**src/rtl/cpu_pkg.sv**
```systemverilog
// cpu_pkg: shared widths, frame header and loader FSM encoding
// Used by program_loader, InstructionMemory and PointCounter.
package cpu_pkg;
    localparam logic [7:0] HEADER = 8'hA5;
    localparam int INSTR_W = 10;
    localparam int IADDR_W = 8;
    typedef enum logic [2:0] {
        S_IDLE, S_LEN, S_LO, S_HI, S_CSUM, S_DONE, S_ERR
    } state_t;
endpackage

```
**src/rtl/program_loader_if.sv**
```systemverilog
// program_loader_if: byte stream in and instruction-memory write port out
// rx_data/rx_valid/rx_ready: byte handshake from the host.
// imem_we/imem_addr/imem_wdata: write port into InstructionMemory.
// master: host side; slave: loader side.
interface program_loader_if;
    import cpu_pkg::*;
    logic [7:0] rx_data;
    logic rx_valid;
    logic rx_ready;
    logic imem_we;
    logic [IADDR_W-1:0] imem_addr;
    logic [INSTR_W-1:0] imem_wdata;
    modport master (
        output rx_data, rx_valid,
        input rx_ready, imem_we, imem_addr, imem_wdata
    );
    modport slave (
        input rx_data, rx_valid,
        output rx_ready, imem_we, imem_addr, imem_wdata
    );
endinterface

```
**src/rtl/program_loader_instr_assembler.sv**
```systemverilog
// instr_assembler: pairs LO/HI bytes into a word and writes it to consecutive addresses
// clk/reset: clock and sync active-high reset.
// clear: restart addressing at 0; lo_we/lo_byte: latch low byte;
// hi_we/hi_bits: form word and issue a write next cycle.
// imem_we/imem_addr/imem_wdata: registered write port.
module instr_assembler
    import cpu_pkg::*;
(
    input  logic               clk,
    input  logic               reset,
    input  logic               clear,
    input  logic               lo_we,
    input  logic [7:0]         lo_byte,
    input  logic               hi_we,
    input  logic [1:0]         hi_bits,
    output logic               imem_we,
    output logic [IADDR_W-1:0] imem_addr,
    output logic [INSTR_W-1:0] imem_wdata
);
    logic [7:0] lo;

    always_ff @(posedge clk) begin
        if (reset) begin
            lo         <= '0;
            imem_we    <= 1'b0;
            imem_addr  <= '0;
            imem_wdata <= '0;
        end else begin
            imem_we <= hi_we;
            if (lo_we) lo <= lo_byte;
            if (hi_we) imem_wdata <= {hi_bits, lo};
            // address holds through the write strobe, then advances (wrapping 255->0)
            if (clear) imem_addr <= '0;
            else if (imem_we) imem_addr <= imem_addr + 1'b1;
        end
    end
endmodule

```
**src/rtl/program_loader.sv**
```systemverilog
// program_loader: framed serial loader that writes instruction memory and holds the CPU
// clk/reset: clock and sync active-high reset.
// load_en: enables loading; dropping it mid-frame aborts to ERR.
// bus: byte handshake in, instruction-memory write port out.
// cpu_hold: keep CPU in reset; busy: frame in progress;
// done: one-cycle success pulse; error: sticky until reset or next header.
module program_loader
    import cpu_pkg::*;
#(
    parameter logic [7:0] HEADER_BYTE = HEADER
) (
    input  logic     clk,
    input  logic     reset,
    input  logic     load_en,
    program_loader_if.slave bus,
    output logic     cpu_hold,
    output logic     busy,
    output logic     done,
    output logic     error
);
    state_t state, next;
    logic [7:0] sum, len, idx;
    logic acc, hdr, len_we, lo_we, hi_we, last;

    assign acc  = bus.rx_valid && bus.rx_ready;
    // LEN of 0 means 256, which the 8-bit wrap of len-1 handles for free
    assign last = idx == len - 8'd1;
    assign busy = state != S_IDLE && state != S_ERR;
    assign done = state == S_DONE;

    instr_assembler u_asm (
        .clk,
        .reset,
        .clear     (hdr),
        .lo_we,
        .lo_byte   (bus.rx_data),
        .hi_we,
        .hi_bits   (bus.rx_data[1:0]),
        .imem_we   (bus.imem_we),
        .imem_addr (bus.imem_addr),
        .imem_wdata(bus.imem_wdata)
    );

    always_comb begin
        next   = state;
        hdr    = 1'b0;
        len_we = 1'b0;
        lo_we  = 1'b0;
        hi_we  = 1'b0;
        if (state == S_IDLE || state == S_ERR) begin
            hdr  = acc && bus.rx_data == HEADER_BYTE;
            next = hdr ? S_LEN : state;
        end else if (state == S_DONE) begin
            next = S_IDLE;
        end else if (!load_en) begin
            // abort wins over any byte offered in the same cycle
            next = S_ERR;
        end else if (acc) begin
            case (state)
                S_LEN: begin
                    len_we = 1'b1;
                    next   = S_LO;
                end
                S_LO: begin
                    lo_we = 1'b1;
                    next  = S_HI;
                end
                S_HI: begin
                    hi_we = ~|bus.rx_data[7:2];
                    next  = !hi_we ? S_ERR : last ? S_CSUM : S_LO;
                end
                S_CSUM: next = bus.rx_data == sum ? S_DONE : S_ERR;
                default: next = state;
            endcase
        end
    end

    always_ff @(posedge clk) begin
        if (reset) begin
            state       <= S_IDLE;
            bus.rx_ready <= 1'b0;
            sum         <= '0;
            len         <= '0;
            idx         <= '0;
            cpu_hold    <= 1'b0;
            error       <= 1'b0;
        end else begin
            state        <= next;
            bus.rx_ready <= load_en && next != S_DONE;
            sum          <= hdr ? 8'd0 : (lo_we || hi_we) ? sum + bus.rx_data : sum;
            len          <= len_we ? bus.rx_data : len;
            idx          <= hdr ? 8'd0 : hi_we ? idx + 8'd1 : idx;
            cpu_hold     <= hdr ? 1'b1 : state == S_DONE ? 1'b0 : cpu_hold;
            error        <= hdr ? 1'b0 : next == S_ERR ? 1'b1 : error;
        end
    end
endmodule
```
**src/flat_wrapper.sv**
```systemverilog
// flat-port wrapper written by rule: the top's interface ports become plain ports
module program_loader_flat import cpu_pkg::*;
#(
    parameter logic [7:0] HEADER_BYTE = HEADER
)
  (clk, reset, load_en, cpu_hold, busy, done, error, bus_rx_data, bus_rx_valid, bus_rx_ready, bus_imem_we, bus_imem_addr, bus_imem_wdata);
  program_loader_if bus_i ();
  input  logic clk;
  input  logic reset;
  input  logic load_en;
  output logic cpu_hold;
  output logic busy;
  output logic done;
  output logic error;
  input wire logic [$bits(bus_i.rx_data)-1:0] bus_rx_data;
  input wire logic [$bits(bus_i.rx_valid)-1:0] bus_rx_valid;
  output wire logic [$bits(bus_i.rx_ready)-1:0] bus_rx_ready;
  output wire logic [$bits(bus_i.imem_we)-1:0] bus_imem_we;
  output wire logic [$bits(bus_i.imem_addr)-1:0] bus_imem_addr;
  output wire logic [$bits(bus_i.imem_wdata)-1:0] bus_imem_wdata;
  assign bus_i.rx_data = bus_rx_data;
  assign bus_i.rx_valid = bus_rx_valid;
  assign bus_rx_ready = bus_i.rx_ready;
  assign bus_imem_we = bus_i.imem_we;
  assign bus_imem_addr = bus_i.imem_addr;
  assign bus_imem_wdata = bus_i.imem_wdata;
  program_loader #(.HEADER_BYTE(HEADER_BYTE)) u_core (.clk(clk), .reset(reset), .load_en(load_en), .bus(bus_i), .cpu_hold(cpu_hold), .busy(busy), .done(done), .error(error));
endmodule
```
**config.mk**
```make
export PLATFORM = sky130hd
export DESIGN_NAME = program_loader_flat
export DESIGN_NICKNAME = d
export VERILOG_FILES = /design/src/rtl/cpu_pkg.sv /design/src/rtl/program_loader_if.sv /design/src/rtl/program_loader_instr_assembler.sv /design/src/rtl/program_loader.sv /design/src/flat_wrapper.sv
export SDC_FILE = /design/constraint.sdc
export NUM_CORES = 1
export LEC_CHECK = 0
export CORE_MARGIN = 2
export CORE_UTILIZATION = 27
export CTS_BUF_LIST = sky130_fd_sc_hd__clkbuf_2
export DETAILED_ROUTE_END_ITERATION = 6
export SLEW_MARGIN = 40
export SYNTH_ARGS = -nofsm -noshare
export SYNTH_HDL_FRONTEND = slang
export SYNTH_SLANG_ARGS = --single-unit
```
**constraint.sdc**
```tcl
create_clock -name clk -period 3.8 [get_ports clk]
set_input_delay 1.14 -clock clk [delete_from_list [all_inputs] [get_ports clk]]
set_output_delay 1.14 -clock clk [all_outputs]
set_load 0.05 [all_outputs]
```
==> metrics.txt <==
Hold Path Class reg2reg; P_leak 1.291 nW; Crit. Startpoint u_core.state[2]$_SDFF_PP0_; startpoint types flip-flop; initial DRC count 153; fmax 0.2888 GHz; final WL 6861 um; fin. max-slew vios 0; clk root buf clkbuf_2; CP max FO 14; Setup-failing EPs final 0; pre-CTS setup slack 0.2474 ns; first-pass GRT wire length 11130 um; clock transition at the registers of the reported paths 0.18 ns; GRT Residual Overflow 0; Syn Inst Count 343; most frequent cells in the layout 57 x dfxtp_1, 45 x nor2_1, 44 x nand2_1, 35 x clkdlybuf4s50_1, 23 x a21oi_1; top cells by area, synth dfxtp_1 40%, nor2_1 5.9%, nand2_1 5.8%, mux2i_1 5.6%, ha_1 4.4%; largest net degree at the start of global routing 34; final core utilization 0.3432; DIE HEIGHT 107.0 um; die width 107.0 um; core area 0.01032 sq mm; die footprint 0.01145 sq mm; diode count 0; vias in the first global route 2327; CTS tree built; Yosys reg bits 57; Tot GR Track Use 0.1263; Final Hold Viols 0; placed insts 512; Avg WL per Cell 13.02 um; cell taking the most area after synthesis dfxtp_1; fill count 1078; count of flip-flops with a built-in enable after synthesis 0; max_slew headroom 0.6232; arrival time of the worst setup path 2.32 ns; Req. time, crit path 2.66 ns; H-tree depth 3; Final #Nets 410; Worst setup EP type primary output; area of the multi-input gates 0.001614 sq mm; minimum clock period 3.463 ns; Post-synth ARST share 0; actual slew at the worst max-slew pin 0.5509 ns; worst r2r src u_core.len[1]$_SDFFE_PP0P_; post-synthesis sequential area ratio 0.3984; CP cell instances nor3b_1, clkdlybuf4s50_1; post-CTS setup buffers 0; DRC 0; Max-Cap Viols 0; Post-CTS Resized 0; DR pass1 iterations 4; Final ANT Viol Nets 0; hold path start u_core.u_asm.imem_wdata[3]$_SDFFE_PP0P_; DP Wirelength 5070 um; dominant synthesized flop cell dfxtp_1; RSZ-0062 raised after global routing false; Skew-Pair Late Insertion Delay 0.49 ns; CTS buffer count 9; share of cells above drive strength 1 0.08696; gpl congestion 0.8767; IO Count 36; non-filler cells, final 527; Yosys Warn Count 0; Starting Density 0.2774; slowest stage delay, CP 0.87 ns; # port buffers 35; slowest CP cell clkdlybuf4s50_1; worst setup margin 0.3369 ns; area delta synth->final 23.72%; drt via density 4.801; Setup TNS 0 ns; Post-Syn Area per Cell 8.350 sq um; post-synthesis net count 366; Max Buffers Root-to-Sink 2; register cell area after layout 0.001141 sq mm; Clock Skews 0.03779 ns; Hold-fix buffers, CTS 0; Power Density 287.2 mW/mm^2; critical path class reg2out; Max VDD drop 0.2046 mV; Syn Std Cell Area 0.002864 sq mm; post-synthesis cell type count 50; routed vias 2530; CTS Sinks 57; Final period util 0.9113; most common cell after layout, fill and taps aside dfxtp_1; status finished, final reports clean; initial antenna violation count 0; post-synth top area share 0.3984; Rows 37
==> where the power goes <==
part           internal [W]  switching [W]
Combinational     0.0000245      0.0000332
Clock              0.000145       0.000216
Sequential         0.000599    0.000000724
==> worst paths after layout <==
kind                            slack [ns]                                       to  cells past startpoint
worst min register to register        0.46  u_core.u_asm.imem_wdata[3]$_SDFFE_PP0P_                      2
worst min-delay path                  0.46  u_core.u_asm.imem_wdata[3]$_SDFFE_PP0P_                      2
worst max-delay path                  0.34                                     done                      2
worst max register to register        1.12           u_core.bus.rx_ready$_SDFF_PP0_                      8
==> synth_stat cells, drive strengths merged, types with 3 or more instances <==
cell type and n:
dfxtp 57, and3 4, nand2 44, nor3 6, nand2b 4, ha 10, a211oi 3, nand3 13
xor2 14, xnor2 14, nor2 45, or3 5, clkbuf 16, mux2i 16, o21a 3, a21oi 23
nor4 5, a31oi 3, or4 4, nand4 5, o21ai 8, inv 12
==> critical path, delay by kind of cell, from the launching register on <==
| kind | cells | cell delay (ns) |
|---|---|---|
| and+or+nand+nor | 1 | 0.34 |
| DFF | 1 | 0.62 |
| buffers and inverters | 1 | 0.87 |
==> cell families after synthesis <==
group / Yosys count / synth area share
and+or+nand+nor: 144 / 0.2394
AOI/OAI and AO/OA: 58 / 0.1319
DFF: 57 / 0.3984
buffers and inverters: 29 / 0.03801
xor gates and xnor gates: 28 / 0.08563
muxes: 16 / 0.05592
adders and majority gates: 11 / 0.05068
==> sequential cells by signal, indices dropped and copies added (netlist names) <==
register                 cells
u_core.u_asm.imem_we         1
u_core.error                 1
u_core.cpu_hold              1
u_core.bus.rx_ready          1
u_core.u_asm.lo              8
u_core.u_asm.imem_wdata     10
u_core.u_asm.imem_addr       8
u_core.sum                   8
u_core.len                   8
u_core.state                 3
u_core.idx                   8
==> area by class of cell <==
cell class,count,share of cell area
clock buffer,10,0.01412
clock inverter,5,0.01342
inverter,12,0.01271
multi-input combinational,257,0.4555
sequential,57,0.3220
tap,136,0.04802
timing repair buffer,50,0.1342
==> metal layers <==
layer / track usage / wire length, um / vias to the layer above
li1: - / - / 1282
met1: 0.1577 / 3145 / 1183
met2: 0.2020 / 3357 / 53
met3: 0.03526 / 233 / 12
met4: 0.05751 / 125 / 0
met5: 0 / 0 / -
==> stage by stage <==
step	power, W	cell area, sq um	hold WS, ns
finish	0.001018	3543	0.4609
global route	0.001061	3543	0.4907
CTS	0.001033	3543	0.4686
detailed placement	0.0006700	3446	0.4477
global placement	0.0006696	3446	0.4407
floorplan	0.0006379	2864	0.4356
No activity file was read; power rests on OpenSTA's default activity.
